--- src/rtl/decoder_ctrl_pkg.sv ---
// decoder_ctrl_pkg: shared constants for the input-side bus decoder.
// Opcodes, segment types, header field positions and FSM encoding.
package decoder_ctrl_pkg;

    localparam int BUS_SIZE   = 32;
    localparam int BLCK_SIZE  = 256;
    localparam int BLCKdivBUS = BLCK_SIZE / BUS_SIZE;

    // Instruction opcodes (carried in the top nibble of the word)
    localparam logic [3:0] OP_LDKEY = 4'h1;
    localparam logic [3:0] OP_ENC   = 4'h2;
    localparam logic [3:0] OP_DEC   = 4'h3;

    // Segment types
    localparam logic [3:0] SEG_AD  = 4'h1;
    localparam logic [3:0] SEG_PT  = 4'h4;
    localparam logic [3:0] SEG_CT  = 4'h5;
    localparam logic [3:0] SEG_TAG = 4'h8;

    // Header field positions
    localparam int HDR_TYPE_MSB = 31;
    localparam int HDR_TYPE_LSB = 28;
    localparam int HDR_EOI_BIT  = 26;
    localparam int HDR_LAST_BIT = 24;
    localparam int HDR_LEN_MSB  = 15;

    typedef enum logic [1:0] {
        S_INSTR = 2'd0,
        S_HDR   = 2'd1,
        S_DATA  = 2'd2,
        S_HOLD  = 2'd3
    } state_t;

endpackage

--- src/rtl/decoder_ctrl_len_cnt.sv ---
// decoder_len_cnt: remaining-bytes counter for the current segment.
// Reports bytes taken by the next word and whether that word is the last.
module decoder_len_cnt (
    input  logic        clk,
    input  logic        rst,
    input  logic        load_i,
    input  logic [15:0] load_val_i,
    input  logic        dec_i,
    output logic [2:0]  take_o,
    output logic        last_o,
    output logic        zero_o
);

    logic [15:0] rem_q;
    logic [15:0] rem_d;

    // Bytes consumed by one word: min(remaining, 4)
    always_comb begin
        take_o = (rem_q >= 16'd4) ? 3'd4 : rem_q[2:0];
        last_o = (rem_q <= 16'd4);
        zero_o = (rem_q == 16'd0);
        rem_d  = rem_q;
        if (load_i)
            rem_d = load_val_i;
        else if (dec_i)
            rem_d = rem_q - {13'd0, take_o};
    end

    // Remaining-bytes register
    always_ff @(posedge clk or posedge rst) begin
        if (rst)
            rem_q <= 16'd0;
        else
            rem_q <= rem_d;
    end

endmodule

--- src/rtl/decoder_ctrl.sv ---
// decoder_ctrl: parses instruction/header words and steers data words
// into the block register, handing finished blocks to the mode core.
module decoder_ctrl
    import decoder_ctrl_pkg::*;
(
    input  logic                clk,
    input  logic                rst,
    input  logic [BUS_SIZE-1:0] data_in,
    input  logic                data_in_valid,
    output logic                data_in_ready,
    output logic                instr_valid,
    output logic [3:0]          instr_opcode,
    output logic                seg_valid,
    output logic [3:0]          seg_type,
    output logic                seg_eoi,
    output logic                seg_last,
    output logic [2:0]          ctrl_word_idx,
    output logic                ctrl_word_we,
    output logic [2:0]          ctrl_word_bytes,
    output logic                ctrl_blck_clr,
    output logic                block_valid,
    input  logic                block_ready,
    output logic [5:0]          block_bytes,
    output logic                block_last
);

    state_t      state_q;
    logic        instr_valid_q;
    logic [3:0]  opcode_q;
    logic        seg_valid_q;
    logic [3:0]  seg_type_q;
    logic        seg_eoi_q;
    logic        seg_last_q;
    logic [2:0]  word_q;
    logic [2:0]  word_d;
    logic [5:0]  byte_q;
    logic [5:0]  byte_d;
    logic        blk_valid_q;
    logic [5:0]  blk_bytes_q;
    logic        blk_last_q;

    logic        accept;
    logic        in_data;
    logic        hdr_load;
    logic [2:0]  take;
    logic        len_last;
    logic        len_zero;
    logic        release_blk;
    logic        unused_hdr;

    assign unused_hdr = ^{data_in[27], data_in[25], data_in[23:16]};

    assign data_in_ready = (state_q != S_HOLD);
    assign accept        = data_in_valid & data_in_ready;
    assign in_data       = (state_q == S_DATA);
    assign hdr_load      = accept & (state_q == S_HDR);
    assign release_blk   = (state_q == S_HOLD) & blk_valid_q & block_ready;

    decoder_len_cnt u_len (
        .clk        (clk),
        .rst        (rst),
        .load_i     (hdr_load),
        .load_val_i (data_in[HDR_LEN_MSB:0]),
        .dec_i      (accept & in_data),
        .take_o     (take),
        .last_o     (len_last),
        .zero_o     (len_zero)
    );

    // Same-cycle write strobe into the block register
    always_comb begin
        ctrl_word_we    = accept & in_data;
        ctrl_word_idx   = word_q;
        ctrl_word_bytes = in_data ? take : 3'd0;
        ctrl_blck_clr   = release_blk;
        word_d          = word_q + 3'd1;
        byte_d          = byte_q + {3'd0, take};
    end

    // Parser FSM with registered pulses, fields and block handoff
    always_ff @(posedge clk or posedge rst) begin
        if (rst) begin
            state_q       <= S_INSTR;
            instr_valid_q <= 1'b0;
            opcode_q      <= 4'd0;
            seg_valid_q   <= 1'b0;
            seg_type_q    <= 4'd0;
            seg_eoi_q     <= 1'b0;
            seg_last_q    <= 1'b0;
            word_q        <= 3'd0;
            byte_q        <= 6'd0;
            blk_valid_q   <= 1'b0;
            blk_bytes_q   <= 6'd0;
            blk_last_q    <= 1'b0;
        end else begin
            instr_valid_q <= 1'b0;
            seg_valid_q   <= 1'b0;
            unique case (state_q)
                S_INSTR: if (accept) begin
                    opcode_q      <= data_in[HDR_TYPE_MSB:HDR_TYPE_LSB];
                    instr_valid_q <= 1'b1;
                    state_q       <= S_HDR;
                end
                S_HDR: if (accept) begin
                    seg_type_q  <= data_in[HDR_TYPE_MSB:HDR_TYPE_LSB];
                    seg_eoi_q   <= data_in[HDR_EOI_BIT];
                    seg_last_q  <= data_in[HDR_LAST_BIT];
                    seg_valid_q <= 1'b1;
                    if (data_in[HDR_LEN_MSB:0] == 16'd0) begin
                        blk_valid_q <= 1'b1;
                        blk_bytes_q <= 6'd0;
                        blk_last_q  <= 1'b1;
                        state_q     <= S_HOLD;
                    end else begin
                        state_q <= S_DATA;
                    end
                end
                S_DATA: if (accept) begin
                    word_q <= word_d;
                    byte_q <= byte_d;
                    if (word_q == 3'(BLCKdivBUS - 1) || len_last) begin
                        blk_valid_q <= 1'b1;
                        blk_bytes_q <= byte_d;
                        blk_last_q  <= len_last;
                        state_q     <= S_HOLD;
                    end
                end
                S_HOLD: if (release_blk) begin
                    blk_valid_q <= 1'b0;
                    word_q      <= 3'd0;
                    byte_q      <= 6'd0;
                    if (!len_zero)
                        state_q <= S_DATA;
                    else if (seg_last_q)
                        state_q <= S_INSTR;
                    else
                        state_q <= S_HDR;
                end
                default: state_q <= S_INSTR;
            endcase
        end
    end

    assign instr_valid  = instr_valid_q;
    assign instr_opcode = opcode_q;
    assign seg_valid    = seg_valid_q;
    assign seg_type     = seg_type_q;
    assign seg_eoi      = seg_eoi_q;
    assign seg_last     = seg_last_q;
    assign block_valid  = blk_valid_q;
    assign block_bytes  = blk_bytes_q;
    assign block_last   = blk_last_q;

endmodule

--- config.mk ---
export PLATFORM = sky130hd
export DESIGN_NAME = decoder_ctrl
export DESIGN_NICKNAME = d
export VERILOG_FILES = /design/src/rtl/decoder_ctrl_pkg.sv /design/src/rtl/decoder_ctrl_len_cnt.sv /design/src/rtl/decoder_ctrl.sv
export SDC_FILE = /design/constraint.sdc
export NUM_CORES = 1
export LEC_CHECK = 0
export BUFFER_PORTS_ARGS = -buffer_cell sky130_fd_sc_hd__buf_2
export CORE_MARGIN = 5
export CORE_UTILIZATION = 50
export CTS_BUF_LIST = sky130_fd_sc_hd__clkbuf_4 sky130_fd_sc_hd__clkbuf_8
export DETAILED_ROUTE_END_ITERATION = 8
export HOLD_SLACK_MARGIN = 0.1
export PLACE_DENSITY_LB_ADDON = 0.05
export SYNTH_ARGS = -nofsm -noshare
export SYNTH_HDL_FRONTEND = slang
export SYNTH_SLANG_ARGS = --single-unit
--- constraint.sdc ---
create_clock -name clk -period 7.8 [get_ports clk]
set_input_delay 0.39 -clock clk [delete_from_list [all_inputs] [get_ports clk]]
set_output_delay 0.39 -clock clk [all_outputs]
set_load 0.01 [all_outputs]
==> flow_metrics.env, run 1 <==
export IMPL_antenna_found_initial=0
export IMPL_clk_pin_slew_ns=0.10
export IMPL_rows=26
export IMPL_antenna_left=0
export IMPL_fin_crit_sh_pct=37.41
export IMPL_routed_via_density=5.661
export IMPL_final_cell_mix="buf_2 (54), nand2_1 (53), dfrtp_1 (47)"
export IMPL_synth_area_per_cell_um2=9.023
export IMPL_power_leakage_nw=1.451
export IMPL_path_cells="nor4_4, and3_1, and2_1, inv_1, ha_1, and3_1, a32o_1, xnor2_1, nor2_1, mux2_2"
export IMPL_yosysUniqueCellTypes=52
export IMPL_grt_pass1_wl_um=10830
export IMPL_tightest_slew_ns=0.9846
export IMPL_critical_path_slowest_cell="dfrtp_1"
export IMPL_drive_gt1_share_pct=23.03
export IMPL_dieHeight_um=82.72
export IMPL_crit_cells=10
export IMPL_firstDrtPassIters=4
export IMPL_setup_violations=0
export IMPL_cp_max_fo=9
export IMPL_worst_clock_skew_ns=0.009055
export IMPL_wl_per_cell_um=15.99
export IMPL_antennaDiodeCount=0
export IMPL_cts_root_buf="clkbuf_8"
export IMPL_slew_headroom_pct=34.27
export IMPL_area_growth_pct=16.19
export IMPL_criticalPathCategory="flop to flop"
export IMPL_hold_path_class="input port to flop"
export IMPL_synth_fp_nets=336
export IMPL_status="completed"
export IMPL_dieArea_um2=6842
export IMPL_routed_wl_um=6605
export IMPL_cp_common_cell="and3_1"
export IMPL_startpoint="u_len.rem_q[8]$_DFFE_PP0P_"
export IMPL_synthFlopType="dfrtp_1"
export IMPL_async_reset_ff_share_pct=100.0
export IMPL_gp_congestion=0.9052
export IMPL_netlist_instances=293
export IMPL_gr_total_overflow=0
export IMPL_instances_no_fill=413
export IMPL_critPathArrivalTime_ns=3.11
export IMPL_layout_commonest_cell="buf_2"
export IMPL_ios=65
export IMPL_nets=385
export IMPL_fin_crit_ns=2.918
export IMPL_syn_area_um2=2644
export IMPL_grt_setup_unrepaired="no"
export IMPL_critPathLaunchType="flop"
export IMPL_ff2ff_setup_slack_ns=4.88
export IMPL_first_global_vias=2235
export IMPL_vias=2338
export IMPL_ir_drop_mv=0.1441
export IMPL_ctsResizeCount=0
export IMPL_r2r_end="block_bytes[5]$_DFFE_PP0P_"
export IMPL_gr_usage_all_layers_pct=20.73
export IMPL_yosys_warnings=0
export IMPL_endpoint_kind="flop"
export IMPL_ys_seq_area_share_pct=44.49
export IMPL_dp_cells=405
export IMPL_path_buf_inv=1
export IMPL_crit_path_end="block_bytes[5]$_DFFE_PP0P_"
export IMPL_clock_sinks=47
export IMPL_cts_max_level=2
export IMPL_dp_hpwl_um=4750
export IMPL_drv_slew=0
export IMPL_cts_setup_buffers=0
export IMPL_cts_max_path_buffers=2
export IMPL_rr_startpoint="u_len.rem_q[8]$_DFFE_PP0P_"
export IMPL_portBuffers=54
export IMPL_crit_required_ns=7.99
export IMPL_max_stage_delay_ns=0.50
export IMPL_clk_latency_ns=0.31
export IMPL_tns_ns=0
export IMPL_r2r_cells=10
export IMPL_hold_slack_ns=0.2603
export IMPL_maxCapViolations=0
export IMPL_power_density_nw_per_um2=295.8
export IMPL_cts_made_buffers=5
export IMPL_die_width_um=82.72
export IMPL_hold_viol=0
export IMPL_crit_family="simple AND/OR/NAND/NOR gates"
export IMPL_postLayoutCoreUtil_pct=60.14
export IMPL_drt_iter0_drc=133
export IMPL_grt_max_degree=48
export IMPL_fmax_mhz=342.7
export IMPL_synth_edf_count=0
export IMPL_postCtsHoldBufs=0
export IMPL_cts_tree="done"
export IMPL_initial_core_util_pct=51.76
export IMPL_coreArea_um2=5107
export IMPL_yosys_register_bits=47
export IMPL_drcViolationCount=0
## how the worst min path moves through the flow
stage	startpoint	endpoint	depth (start not counted)
3_3_place_gp	seg_eoi$_DFFE_PP0P_	seg_eoi$_DFFE_PP0P_	2
2_1_floorplan	byte_q[2]$_DFFE_PP0P_	byte_q[2]$_DFFE_PP0P_	2
3_5_place_dp	seg_type[1]$_DFFE_PP0P_	seg_type[1]$_DFFE_PP0P_	2
5_1_grt	data_in[29]	seg_type[1]$_DFFE_PP0P_	3
4_1_cts	data_in[26]	seg_eoi$_DFFE_PP0P_	3
6_report	data_in[26]	seg_eoi$_DFFE_PP0P_	3
## worst min-delay path: stages
cell     delay, ns
buf_2         0.07
nand2_1       0.04
nand2_1       0.05
## sequential cells by signal, summed over array words and instances (netlist names), 2 cells and up
register,flops
u_len.rem_q,16
block_bytes,6
byte_q,6
instr_opcode,4
seg_type,4
ctrl_word_idx,3
state_q,2
## layout make-up
cell class	count	area, µm²
Fill cell	473	2036
Multi-Input combinational cell	221	1365
Sequential cell	47	1176
Timing Repair Buffer	56	285.3
Tap cell	70	87.58
Clock buffer	5	68.82
Clock inverter	3	47.55
Inverter	11	41.29
## layer usage
| layer | routed length, µm | track usage, % |
|---|---|---|
| met1 | 2972 | 28.59 |
| met2 | 3117 | 33.09 |
| met3 | 439 | 4.447 |
| met4 | 75 | 5.392 |
| met5 | 0 | 0 |
## cell families (layout without fill, tap and decap cells)
logic type | after synthesis | in the layout | synth area share [%]
AOI/OAI and AO/OA | 72 | 72 | 17.37
buffers and inverters | 25 | 75 | 3.880
xor gates and xnor gates | 6 | 6 | 1.988
DFF | 47 | 47 | 44.49
other | 1 | 1 | 0.1418
muxes | 11 | 11 | 4.543
adders and majority gates | 7 | 7 | 3.597
and+or+nand+nor | 124 | 124 | 23.99
## synth_stat cells, types with 3 or more instances
cell type / count / area, µm²
a21oi_1: 15 / 75.07
a22o_1: 5 / 43.79
a31oi_1: 6 / 37.54
and2_1: 3 / 18.77
and3_1: 4 / 25.02
clkbuf_1: 11 / 41.29
dfrtp_1: 47 / 1176
ha_1: 6 / 75.07
inv_1: 9 / 33.78
mux2_2: 8 / 90.09
mux2i_1: 3 / 30.03
nand2_1: 53 / 198.9
nand2b_1: 3 / 18.77
nand3_1: 5 / 25.02
nor2_1: 20 / 75.07
nor2b_1: 5 / 31.28
nor3_1: 9 / 45.04
nor4_1: 9 / 56.30
nor4_4: 3 / 63.81
o21ai_0: 23 / 115.1
o22ai_1: 5 / 31.28
xnor2_1: 5 / 43.79
## report_power, final
group | total [W] | switching (W) | internal, W
combinational | 0.000316 | 0.000177 | 0.000138
clock | 0.000190 | 0.0000922 | 0.0000973
sequential | 0.000404 | 0.0000920 | 0.000312
total | 0.000909 | 0.000361 | 0.000547
## stage by stage
| stage | setup WS (ns) | total power, W | instance area, µm² |
|---|---|---|---|
| final | 4.882 | 0.0009086 | 3072 |
| after global routing | 4.682 | 0.0009736 | 3072 |
| after CTS | 4.882 | 0.0009116 | 3072 |
| after detailed placement | 4.928 | 0.0007224 | 2955 |
| after global placement | 4.951 | 0.0007142 | 2955 |
| after floorplan | 5.150 | 0.0006206 | 2644 |
Power figures use the tool's default switching activity.
==> run 2, diff against run 1 <==
--- a/config.mk
+++ b/config.mk
@@ -5,6 +5,7 @@
 export SDC_FILE = /design/constraint.sdc
 export NUM_CORES = 1
 export LEC_CHECK = 0
+export ABC_AREA = 1
 export BUFFER_PORTS_ARGS = -buffer_cell sky130_fd_sc_hd__buf_2
 export CORE_MARGIN = 5
 export CORE_UTILIZATION = 50
==> constraint.sdc (replaced) <==
create_clock -name clk -period 2.8 [get_ports clk]
set_input_delay 0.14 -clock clk [delete_from_list [all_inputs] [get_ports clk]]
set_output_delay 0.14 -clock clk [all_outputs]
set_load 0.01 [all_outputs]
==> flow_metrics.env, run 2 <==
export IMPL_status="completed"
export IMPL_regMostFlops="u_len.rem_q"
export IMPL_ys_seq_area_share_pct=41.83
export IMPL_gr_usage_all_layers_pct=19.24
export IMPL_netlist_instances=364
export IMPL_gr_total_overflow=0
export IMPL_routed_wl_um=6602
export IMPL_dp_hpwl_um=4874
export IMPL_synth_top_family_by_area="simple AND/OR/NAND/NOR gates"
export IMPL_yosysUniqueCellTypes=37
export IMPL_worst_clock_skew_ns=0.006955
export IMPL_fmax_mhz=413.4
export IMPL_initial_core_util_pct=51.37
export IMPL_tns_ns=0
export IMPL_final_cell_mix="nand2_1 (94), buf_2 (54), dfrtp_1 (47)"
export IMPL_fin_crit_ns=2.419
export IMPL_endpoint_kind="flop"
export IMPL_dieArea_um2=7222
export IMPL_yosys_register_bits=47
export IMPL_wl_met1_um=3086
export IMPL_yosys_warnings=0
export IMPL_cts_root_buf="clkbuf_8"
export IMPL_clk_latency_ns=0.30
export IMPL_ctsResizeCount=0
export IMPL_crit_required_ns=3.03
export IMPL_postLayoutCoreUtil_pct=60.93
export IMPL_dieHeight_um=84.99
export IMPL_cp_max_fo=9
export IMPL_drt_iter0_drc=153
export IMPL_synth_fp_nets=407
export IMPL_synthSimpleGateAreaFrac_pct=32.00
export IMPL_netlist_top_cells_count="nand2_1 (94), dfrtp_1 (47), inv_1 (38)"
export IMPL_yosysTopAreaCell="dfrtp_1"
export IMPL_drcViolationCount=0
export IMPL_die_width_um=84.99
export IMPL_ir_drop_mv=0.4164
export IMPL_synth_compound_area_share_pct=12.28
export IMPL_synth_area_per_cell_um2=7.724
export IMPL_rows=27
export IMPL_maxCapViolations=0
export IMPL_drive_gt1_share_pct=24.59
export IMPL_async_reset_ff_share_pct=100.0
export IMPL_critPathArrivalTime_ns=2.65
export IMPL_comb_power_share_pct=50.3
export IMPL_p_int_w=0.001853
export IMPL_gp_congestion=0.8785
export IMPL_nets=470
export IMPL_syn_area_um2=2811
export IMPL_antennaDiodeCount=0
export IMPL_criticalPathCategory="flop to flop"
export IMPL_hold_viol=0
export IMPL_setup_violations=0
export IMPL_grt_setup_unrepaired="no"
export IMPL_synthFlopType="dfrtp_1"
export IMPL_grt_pass1_wl_um=11540
export IMPL_cts_setup_buffers=0
export IMPL_area_growth_pct=18.60
export IMPL_swShare_pct=46.07
export IMPL_clk_pin_slew_ns=0.09
export IMPL_clock_sinks=47
export IMPL_ios=65
export IMPL_largest_reg_flops=16
export IMPL_pwr_share_clk_pct=14.3
export IMPL_top_layer="met4"
export IMPL_layout_commonest_cell="nand2_1"
export IMPL_wl_met3_um=519
export IMPL_fin_crit_sh_pct=86.40
export IMPL_portBuffers=54
export IMPL_hold_path_class="input port to asynchronous set/reset pin"
export IMPL_synth_top_area_share_pct=41.83
export IMPL_wl_per_cell_um=13.23
export IMPL_cts_made_buffers=5
export IMPL_vias=2548
export IMPL_cts_max_level=2
export IMPL_cts_tree="done"
export IMPL_grt_max_degree=48
export IMPL_synth_fa_ha_area_share_pct=3.382
export IMPL_synth_edf_count=0
export IMPL_critPathLaunchType="flop"
export IMPL_seqPwrFrac_pct=35.4
export IMPL_slew_headroom_pct=33.31
export IMPL_firstDrtPassIters=4
export IMPL_drv_slew=0
export IMPL_wl_met2_um=2921
export IMPL_power_leakage_nw=1.752
export IMPL_first_global_vias=2560
export IMPL_antenna_left=0
export IMPL_ys_top_cells_by_area="dfrtp_1 (42%), nand2_1 (13%), inv_1 (5.1%)"
export IMPL_cts_max_path_buffers=2
export IMPL_coreArea_um2=5473
export IMPL_antenna_found_initial=0
export IMPL_routed_via_density=5.106
export IMPL_fillCellCount=521
export IMPL_power_density_nw_per_um2=1031
export IMPL_synth_xor_area_share_pct=2.181
export IMPL_synthMuxAreaShare_pct=0.3560
export IMPL_tightest_slew_ns=0.9989
export IMPL_synth_most_common_cell="nand2_1"
export IMPL_p_switching_w=0.001584
[run 2: worst max-delay path, stage by stage (launching register included)]
cell and delay, ns:
dfrtp_1 0.46, nor2_2 0.18, nand2_1 0.12, nor2_4 0.17
nand2_8 0.10, nor2_1 0.19, ha_1 0.27, nand3_1 0.06
nand3_1 0.11, nand2_1 0.09, nor2_1 0.05, xor2_1 0.14
or2_2 0.28, o21ai_2 0.13
[run 2: power groups by stage]
| stage | clock network, W | logic (W) | registers, W |
|---|---|---|---|
| 5_1_grt | 0.000538 | 0.00196 | 0.00126 |
| 4_1_cts | 0.000511 | 0.00174 | 0.00121 |
| 6_report | 0.000492 | 0.00173 | 0.00122 |
| 3_3_place_gp | 0 | 0.00169 | 0.00122 |
| 3_5_place_dp | 0 | 0.00172 | 0.00122 |
| 2_1_floorplan | 0 | 0.00124 | 0.00125 |
[run 2: stage by stage]
step                cell area [µm²]  hold WS (ns)  std cells  setup slack, ns  power, W
floorplan                      2811        0.2567        364           0.6271  0.002481
global placement               3148        0.3398        484           0.4776  0.002907
detailed placement             3148        0.3464        484           0.4259  0.002947
CTS                            3334        0.1029        499           0.3994  0.003465
global route                   3334        0.1732        499           0.2594  0.003764
finish                         3334       0.06381        499           0.3808  0.003437
[run 2: per-layer routing]
metal  track usage, %  vias to the layer above
met5                0                        -
met4            4.748                        0
met3            4.078                        6
met2            31.21                       89
met1            26.25                     1159
li1                 -                     1294
[run 2: repair_timing]
action,in CTS,in global routing
hold buffers,8,0
endpoints found under the hold margin,9,0
setup endpoints to repair,0,0
[run 2: worst paths after layout]
| kind | start | end | slack [ns] | depth (start not counted) |
|---|---|---|---|---|
| hold / removal | rst | instr_opcode[1]$_DFFE_PP0P_ | 0.06 | 2 |
| setup / recovery | u_len.rem_q[8]$_DFFE_PP0P_ | block_bytes[5]$_DFFE_PP0P_ | 0.38 | 13 |
| setup reg to reg | u_len.rem_q[8]$_DFFE_PP0P_ | block_bytes[5]$_DFFE_PP0P_ | 0.38 | 13 |
| min in group clk | data_in[5] | u_len.rem_q[5]$_DFFE_PP0P_ | 0.18 | 3 |
| hold reg to reg | seg_eoi$_DFFE_PP0P_ | seg_eoi$_DFFE_PP0P_ | 0.48 | 2 |
| max in group asynchronous | rst | u_len.rem_q[12]$_DFFE_PP0P_ | 2.10 | 2 |
[run 2: final cells by class]
class                   count  area [µm²]  share of cell area (%)
clock buffers               5       68.82                   2.064
clock inverters             2       37.54                   1.126
repair buffers             64       365.4                   10.96
well taps                  72       90.09                   2.702
flip-flops and latches     47        1176                   35.27
inverters                  47       181.4                   5.441
multi-input cells         262        1415                   42.44
[run 2: logic make-up after synthesis]
kind of cell    Yosys count
compound gates           60
xor+xnor                  7
fa+ha+maj                 7
buf+inv                  55
mux                       1
simple gates            186
flops                    47
other cells               1
